[config.mk]
export PLATFORM = sky130hd
export DESIGN_NAME = ahb_lite_sram_slave
export DESIGN_NICKNAME = d
export VERILOG_FILES = /design/src/rtl/ahb_lite_sram_slave.sv
export SDC_FILE = /design/constraint.sdc
export NUM_CORES = 2
export LEC_CHECK = 0
export ABC_AREA = 1
export BUFFER_PORTS_ARGS = -buffer_cell sky130_fd_sc_hd__buf_2
export CELL_PAD_IN_SITES_DETAIL_PLACEMENT = 0
export CELL_PAD_IN_SITES_GLOBAL_PLACEMENT = 1
export CORE_UTILIZATION = 35
export CTS_CLUSTER_DIAMETER = 40
export DETAILED_ROUTE_END_ITERATION = 8
export GPL_TIMING_DRIVEN = 0
export PLACE_DENSITY = 0.64
export SLEW_MARGIN = 20
export SYNTH_ARGS = -nofsm -noshare
export SYNTH_HDL_FRONTEND = slang
export SYNTH_SLANG_ARGS = --single-unit
[constraint.sdc]
create_clock -name HCLK -period 4.2 [get_ports HCLK]
set_clock_uncertainty 0.15 [all_clocks]
set_input_delay 0.21 -clock HCLK [delete_from_list [all_inputs] [get_ports HCLK]]
set_output_delay 0.21 -clock HCLK [all_outputs]
set_load 0.005 [all_outputs]
[src/rtl/ahb_lite_sram_slave.sv]
// AHB-Lite SRAM responder: DEPTH x 32-bit register-file memory with byte-lane writes and two-cycle ERROR.
// Optional wait states per accepted transfer are enabled by defining AHB_SLV_WAIT_EN.
module ahb_lite_sram_slave #(
   parameter int unsigned DEPTH       = 64,
   parameter int unsigned WAIT_CYCLES = 2
) (
   input  logic        HCLK,
   input  logic        HRESETn,
   input  logic        HSEL,
   input  logic        HREADY,
   input  logic [31:0] HADDR,
   input  logic [1:0]  HTRANS,
   input  logic        HWRITE,
   input  logic [2:0]  HSIZE,
   input  logic [2:0]  HBURST,
   input  logic [31:0] HWDATA,
   output logic        HREADYOUT,
   output logic        HRESP,
   output logic [31:0] HRDATA
);

   localparam int unsigned AW = $clog2(DEPTH);

   typedef enum logic [1:0] {
      ST_IDLE,
      ST_WAIT,
      ST_ERR1,
      ST_ERR2
   } state_e;

   state_e        state_q, state_d;
   logic          dp_valid_q, dp_valid_d;
   logic          dp_write_q, dp_write_d;
   logic [1:0]    dp_size_q, dp_size_d;
   logic [1:0]    dp_lane_q, dp_lane_d;
   logic [AW-1:0] dp_idx_q, dp_idx_d;
   logic [31:0]   mem_q [DEPTH];
   logic [31:0]   mem_d [DEPTH];

   logic          accept;
   logic          addr_err;
   logic          complete;
   logic          wait_done;
   logic [3:0]    lane_en;
   logic          unused_bits;

   assign unused_bits = ^{HBURST, HTRANS[0]};

`ifdef AHB_SLV_WAIT_EN
   localparam bit WAIT_ON = (WAIT_CYCLES != 0);
   logic [3:0] wait_cnt_q, wait_cnt_d;

   assign wait_done = (wait_cnt_q == 4'd0);

   always_comb begin
      wait_cnt_d = wait_cnt_q;
      if (state_q == ST_WAIT && !wait_done) begin
         wait_cnt_d = wait_cnt_q - 4'd1;
      end
      if (state_d == ST_WAIT && state_q != ST_WAIT) begin
         wait_cnt_d = 4'(WAIT_CYCLES - 1);
      end
   end

   always_ff @(posedge HCLK or negedge HRESETn) begin
      if (!HRESETn) begin
         wait_cnt_q <= '0;
      end else begin
         wait_cnt_q <= wait_cnt_d;
      end
   end
`else
   localparam bit WAIT_ON = 1'b0;
   assign wait_done = 1'b1;
`endif

   always_comb begin
      accept   = ((state_q == ST_IDLE) || (state_q == ST_ERR2)) && HSEL && HREADY && HTRANS[1];
      addr_err = (HADDR[31:2] >= 30'(DEPTH))
              || (HSIZE > 3'd2)
              || ((HSIZE == 3'd1) && HADDR[0])
              || ((HSIZE == 3'd2) && (HADDR[1:0] != 2'b00));
      // A pending data phase completes in the first IDLE cycle after its waits.
      complete = (state_q == ST_IDLE) && dp_valid_q;
   end

   always_comb begin
      state_d    = state_q;
      dp_valid_d = dp_valid_q;
      dp_write_d = dp_write_q;
      dp_size_d  = dp_size_q;
      dp_lane_d  = dp_lane_q;
      dp_idx_d   = dp_idx_q;
      case (state_q)
         ST_IDLE, ST_ERR2: begin
            state_d    = ST_IDLE;
            dp_valid_d = accept && !addr_err;
            if (accept && addr_err) begin
               state_d = ST_ERR1;
            end else if (accept) begin
               dp_write_d = HWRITE;
               dp_size_d  = HSIZE[1:0];
               dp_lane_d  = HADDR[1:0];
               dp_idx_d   = HADDR[AW+1:2];
               if (WAIT_ON) begin
                  state_d = ST_WAIT;
               end
            end
         end
         ST_WAIT: begin
            if (wait_done) begin
               state_d = ST_IDLE;
            end
         end
         ST_ERR1: state_d = ST_ERR2;
         default: state_d = ST_IDLE;
      endcase
   end

   always_comb begin
      case (dp_size_q)
         2'd0:    lane_en = 4'b0001 << dp_lane_q;
         2'd1:    lane_en = dp_lane_q[1] ? 4'b1100 : 4'b0011;
         default: lane_en = 4'b1111;
      endcase
   end

   always_comb begin
      mem_d = mem_q;
      if (complete && dp_write_q) begin
         for (int unsigned b = 0; b < 4; b++) begin
            if (lane_en[b]) begin
               mem_d[dp_idx_q][8*b +: 8] = HWDATA[8*b +: 8];
            end
         end
      end
   end

   always_comb begin
      HREADYOUT = (state_q == ST_IDLE) || (state_q == ST_ERR2);
      HRESP     = (state_q == ST_ERR1) || (state_q == ST_ERR2);
      HRDATA    = (complete && !dp_write_q) ? mem_q[dp_idx_q] : '0;
   end

   always_ff @(posedge HCLK or negedge HRESETn) begin
      if (!HRESETn) begin
         state_q    <= ST_IDLE;
         dp_valid_q <= 1'b0;
         dp_write_q <= 1'b0;
         dp_size_q  <= '0;
         dp_lane_q  <= '0;
         dp_idx_q   <= '0;
         for (int unsigned i = 0; i < DEPTH; i++) begin
            mem_q[i] <= '0;
         end
      end else begin
         state_q    <= state_d;
         dp_valid_q <= dp_valid_d;
         dp_write_q <= dp_write_d;
         dp_size_q  <= dp_size_d;
         dp_lane_q  <= dp_lane_d;
         dp_idx_q   <= dp_idx_d;
         mem_q      <= mem_d;
      end
   end

endmodule

## Word level (Yosys, flattened, before mapping)

Cells that the tools add are included.

| word-level totals | value |
|---|---|
| output and inout bits | 34 |
| logic and storage cells | 133 |
| register bits | 2062 |
| bits of input ports | 77 |

| cells by class | value |
|---|---|
| reduce and logical (&&, ||, !) cells | 23 |
| shift-type cells | 1 |
| equality and inequality tests | 6 |
| bitwise logic cells | 2 |
| $lt $le $gt $ge | 4 |
| multiplexer cells | 27 |

Operators by type and width:

| cell | number |
|---|---|
| 2048-bit two-way mux | 7 |
| 2048-bit bitwise mux | 4 |
| 32-bit demux with 6-bit select | 4 |
| 32-bit binary-select mux with 6-bit select | 1 |
| 32-bit two-way mux | 4 |
| 30-bit by 7-bit >= comparator with 1-bit output, second input constant | 1 |
| 24-bit two-way mux | 1 |
| 16-bit two-way mux | 1 |
| 1-bit logical AND | 11 |
| 8-bit two-way mux | 1 |
| 4-bit one-hot mux with 2 select lines | 1 |
| 7-bit >= comparator, second input constant | 1 |
| 7-bit by 1-bit < comparator with 1-bit output, second input constant | 1 |
| 6-bit inverter with 7-bit output | 1 |
| 2-bit one-hot mux with 3 select lines | 1 |
| 1-bit logical OR | 5 |
| 2-bit by 1-bit equality test with 1-bit output, second input constant | 2 |
| 2-bit equality test, second input constant | 2 |
| 2-bit zero test | 2 |
| 4-bit two-way mux | 1 |
| 1-bit by 2-bit << shifter with 4-bit output, first input constant | 1 |
| 3-bit by 1-bit equality test with 1-bit output, second input constant | 1 |
| 3-bit by 2-bit equality test with 1-bit output, second input constant | 1 |
| 3-bit by 2-bit > comparator with 1-bit output, second input constant | 1 |
| 6 further kinds | 7 |

## Longest topological paths before layout

| logic depth | value |
|---|---|
| word-level depth | 16 |
| depth in mapped cells | 15 |
| depth with buffers taken out | 11 |

## Worst setup path after synthesis

No wires, ideal clock.

| timing | value |
|---|---|
| path type | register to output |
| start point | reg dp_idx_q[0] |
| end point | out HRDATA[0] |
| path buffers | 4 |
| stages on the path, launching flop included | 16 |
| data required time | 3.840 ns |
| arrival time | 1.893 ns |
| path slack | 1.947 ns |
| cell sequence | dfrtp_1 > clkbuf_1 > clkinv_1 > buf_2 > clkbuf_1 > clkbuf_1 > nand2_1 > nand2_1 > nand2_1 > nand2_1 > nand2_1 > nand2_1 > nand2_1 > nand2_1 > nor2_1 > a21oi_1 |

| on the way | value |
|---|---|
| cells in the longest elaborated chain, start to end | 5 |

RTL lines:

| item | line | RTL |
|---|---|---|
| start: declaration | 36 | `logic [AW-1:0] dp_idx_q, dp_idx_d;` |
| start signal: assignment | 162 | `dp_idx_q <= dp_idx_d;` |
| 6-bit inverter with 7-bit output (implied by the code) | 142 | `HRDATA = (complete && !dp_write_q) ? mem_q[dp_idx_q] : '0;` |
| 32-bit binary-select mux with 6-bit select | 142 |  |
| 32-bit two-way mux (implied by the code) (2 in series) | 142 |  |
| 32-bit two-way mux | 142 |  |
| end: declaration | 19 | `output logic [31:0] HRDATA` |

No other way between the ends. The select of a mux whose other input is x is not followed.

## Final worst setup path

| timing | value |
|---|---|
| start point | reg dp_idx_q[2] |
| end point | out HRDATA[12] |

Same word-level chain as after synthesis.

==> results by group <==
Critical path
  – Crit Path Class: flop to output pin
  – Worst Path Arrival: 4010 ps
  – Buf+Inv Stages, Crit Path: 6
  – Crit path max-delay cell type: dfrtp_1
  – Crit path max-delay family: buffers and inverters
  – Crit path launch type: flop
  – R2R setup slack: 30 ps
  – CP Capture Type: output pin
  – Max FO, Critical Path: 10
  – WP data required: 3840 ps
  – CP most frequent cell: nand2_1
  – Critical path cell sequence: buf_2, buf_4, clkbuf_8, clkbuf_4, buf_16, nand2_1, nand2_1, nand2_1, nand2_1, nor2_1, a21oi_4, buf_6
  – Worst path max stage delay: 420 ps

Routing
  – Routed WL: 601 mm
  – DRT iter0 DRCs: 12500
  – Post-route ant nets: 0
  – Vias per inst: 5.47
  – Vias: 100000
  – First-pass DRT Iterations: 9
  – # DRC: 0
  – WL/cell: 32.8 microns

CTS
  – Clock Sinks: 2062
  – TritonCTS Buffers: 422
  – CTS H-tree depth: 5
  – CTS tree: done
  – Clk buf depth: 4
  – Clock transition at path regs: 50 ps
  – CTS root buf: clkbuf_16
  – Worst-skew pair later-pin latency: 960 ps

Timing
  – Worst hold slack: 31.3 ps
  – Period utilization: 104%
  – Final Setup Violations: 32
  – Max Slew Vio Count: 0
  – RSZ-0062 raised after global routing: yes
  – Final Hold Fails: 0
  – Slew margin rel.: 9.62%
  – Post-layout min period: 4370 ps
  – Fin Setup TNS: -2220 ps
  – Final Worst Setup Slack: -171 ps
  – Pin slew with the least headroom to its limit: 1350 ps
  – Max Clk Rate: 0.229 GHz

Layout
  – Multi-input combinational cell area: 0.0426 sq mm
  – Register area: 0.0516 sq mm
  – Layout area overhead: 28.4%
  – Most common cell after layout, fill and taps aside: nand2_1
  – Final Net Count: 14300
  – Design Area, Final: 0.127 sq mm
  – Most frequent cells in the layout: 6564 x nand2_1, 2057 x dfrtp_1, 1534 x o21ai_0
  – Share of layout cells above drive strength 1: 14.0%
  – Fillcell total: 28400

Pwr
  – Worst VDD drop: 0.340 mV
  – Leak Pwr: 60.7 nW
  – Total Power: 58.2 mW
  – Pwr Density: 460 mW/mm^2

Worst hold path
  – HP Class: input port to flop

Synthesis
  – Mapped Area: 0.0986 sq mm
  – Primary FF master, synth: dfrtp_1
  – Post-synth cell types: 25
  – Avg Cell Area, Syn: 7.34 sq um
  – EDFF count, synth: 0
  – Gate Count Post-Synth: 13400
  – Synthesized Nets: 13500
  – FF+latch count, synth: 2062
  – Seq/Total Area, Yosys: 52.3%
  – Ys async rst share: 100%
  – Ys Warns: 0

Die
  – I/O pin total: 111
  – Core Region: 0.280 sq mm
  – Chip Width: 533 microns
  – Initial Utilization: 35.2%
  – Rows: 194
  – Die area: 0.284 sq mm
  – Die Y: 533 microns

GRT
  – Vias in the first global route: 94600
  – Tot GR Track Use: 41.6%
  – First-pass GRT wire length: 802 mm
  – Initial antenna violation count: 55
  – Largest net degree at the start of global routing: 134
  – Grt ovf: 0

Place
  – RD Place Congestion: 1.04
  – IO Port Bufs: 106
  – Cell Area, Placed: 0.107 sq mm
  – Dpl ws: -2020 ps
  – HPWL Detailed: 452 mm

Job
  – Max-cap violations: 0

Run status
  – Failing checks: negative setup slack
  – Status: finished, violations left
## cells in the mapped netlist, types with 3 or more instances
cell type  instances  area share, %
nand2_1         6680             25
dfrtp_1         2062             52
o21ai_0         1559            7.9
nor2_1           820            3.1
a21oi_1          720            3.7
clkbuf_1         591            2.2
inv_1            342            1.3
buf_2            215            1.1
o21ai_1           89           0.45
nor2_4            85           0.97
nor2_2            59           0.37
buf_1             51           0.19
inv_2             49           0.19
buf_4             38           0.29
clkinv_1          25          0.095
nand3_1            9          0.046
o211ai_1           9          0.069
nor3_4             7           0.12
nor4_1             4          0.025
ha_1               3          0.038
or2_2              3          0.019
## flip-flops by register name, indices dropped and copies added, names as in the netlist
name / cells
mem_q: 2048
dp_idx_q: 6
dp_lane_q: 2
dp_size_q: 2
state_q: 2
dp_valid_q: 1
dp_write_q: 1
## where the power goes
part	total (mW)	switching, mW	internal, mW
combinational	1.73	1.45	0.283
clock	36.6	12.6	24.0
sequential	19.9	0.00106	19.9
## worst reg2reg max path: stages (launching register included)
cell and delay, ps:
dfrtp_2 420, buf_4 210, clkinv_8 160, nor2_2 710
inv_1 130, nor2_1 140, inv_2 320, nor2_2 830
nand2_1 420, clkbuf_1 360, nand2_1 120, o21ai_0 90
## final timing paths
| check | cells after the start | endpoint | from |
|---|---|---|---|
| min in group asynchronous | 4 | mem_q[1017] | HRESETn |
| max in group asynchronous | 9 | mem_q[1294] | HRESETn |
| max | 12 | HRDATA[12] | dp_idx_q[2] |
| min reg2reg | 2 | mem_q[254] | mem_q[254] |
| max reg2reg | 11 | mem_q[655] | dp_idx_q[1] |
| min | 4 | mem_q[40] | HWDATA[8] |
## area by class of cell
class	instances	area share (%)
Sequential cell	2062	40.8
Multi-Input combinational cell	10100	33.6
Clock buffer	514	9.06
Buffer	894	4.73
Timing Repair Buffer	355	3.73
Tap cell	3724	3.68
Clock inverter	276	3.09
Inverter	418	1.26
Antenna cell	24	0.0474
## stage by stage
step | utilization, % | std cells
after CTS | 45.0 | 18300
after global routing | 45.2 | 18300
after floorplan | - | 13400
final | 45.2 | 18300
after detailed placement | 38.1 | 17400
after global placement | 37.1 | 17300
## kinds of logic after synthesis
family          after synthesis  share of synthesized area (%)
fa+ha+maj                     3                         0.0381
flops                      2062                           52.3
simple gates               7670                           30.1
buf+inv                    1313                           5.42
compound gates             2377                           12.1
## metal layers
| layer | global-route usage, % | wire, microns | part of all wire (%) | vias up |
|---|---|---|---|---|
| met5 | 0 | 56 | 0.0093 | - |
| met4 | 30.2 | 51700 | 8.6 | 8 |
| met3 | 10.6 | 60500 | 10 | 1443 |
| met2 | 61.4 | 255000 | 42 | 5666 |
| met1 | 52.7 | 234000 | 39 | 49400 |
| li1 | - | - | - | 43700 |
## timing repair
item | in CTS | in global routing
setup endpoints to repair | 409 | 244
resized for setup | 848 | 187
gates cloned | 2 | 4
buffers inserted | 29 | 15
hold endpoints to repair | 867 | 0
hold buffers | 98 | 0
pin swaps | 25 | 27
(Power assumes the default switching activity.)
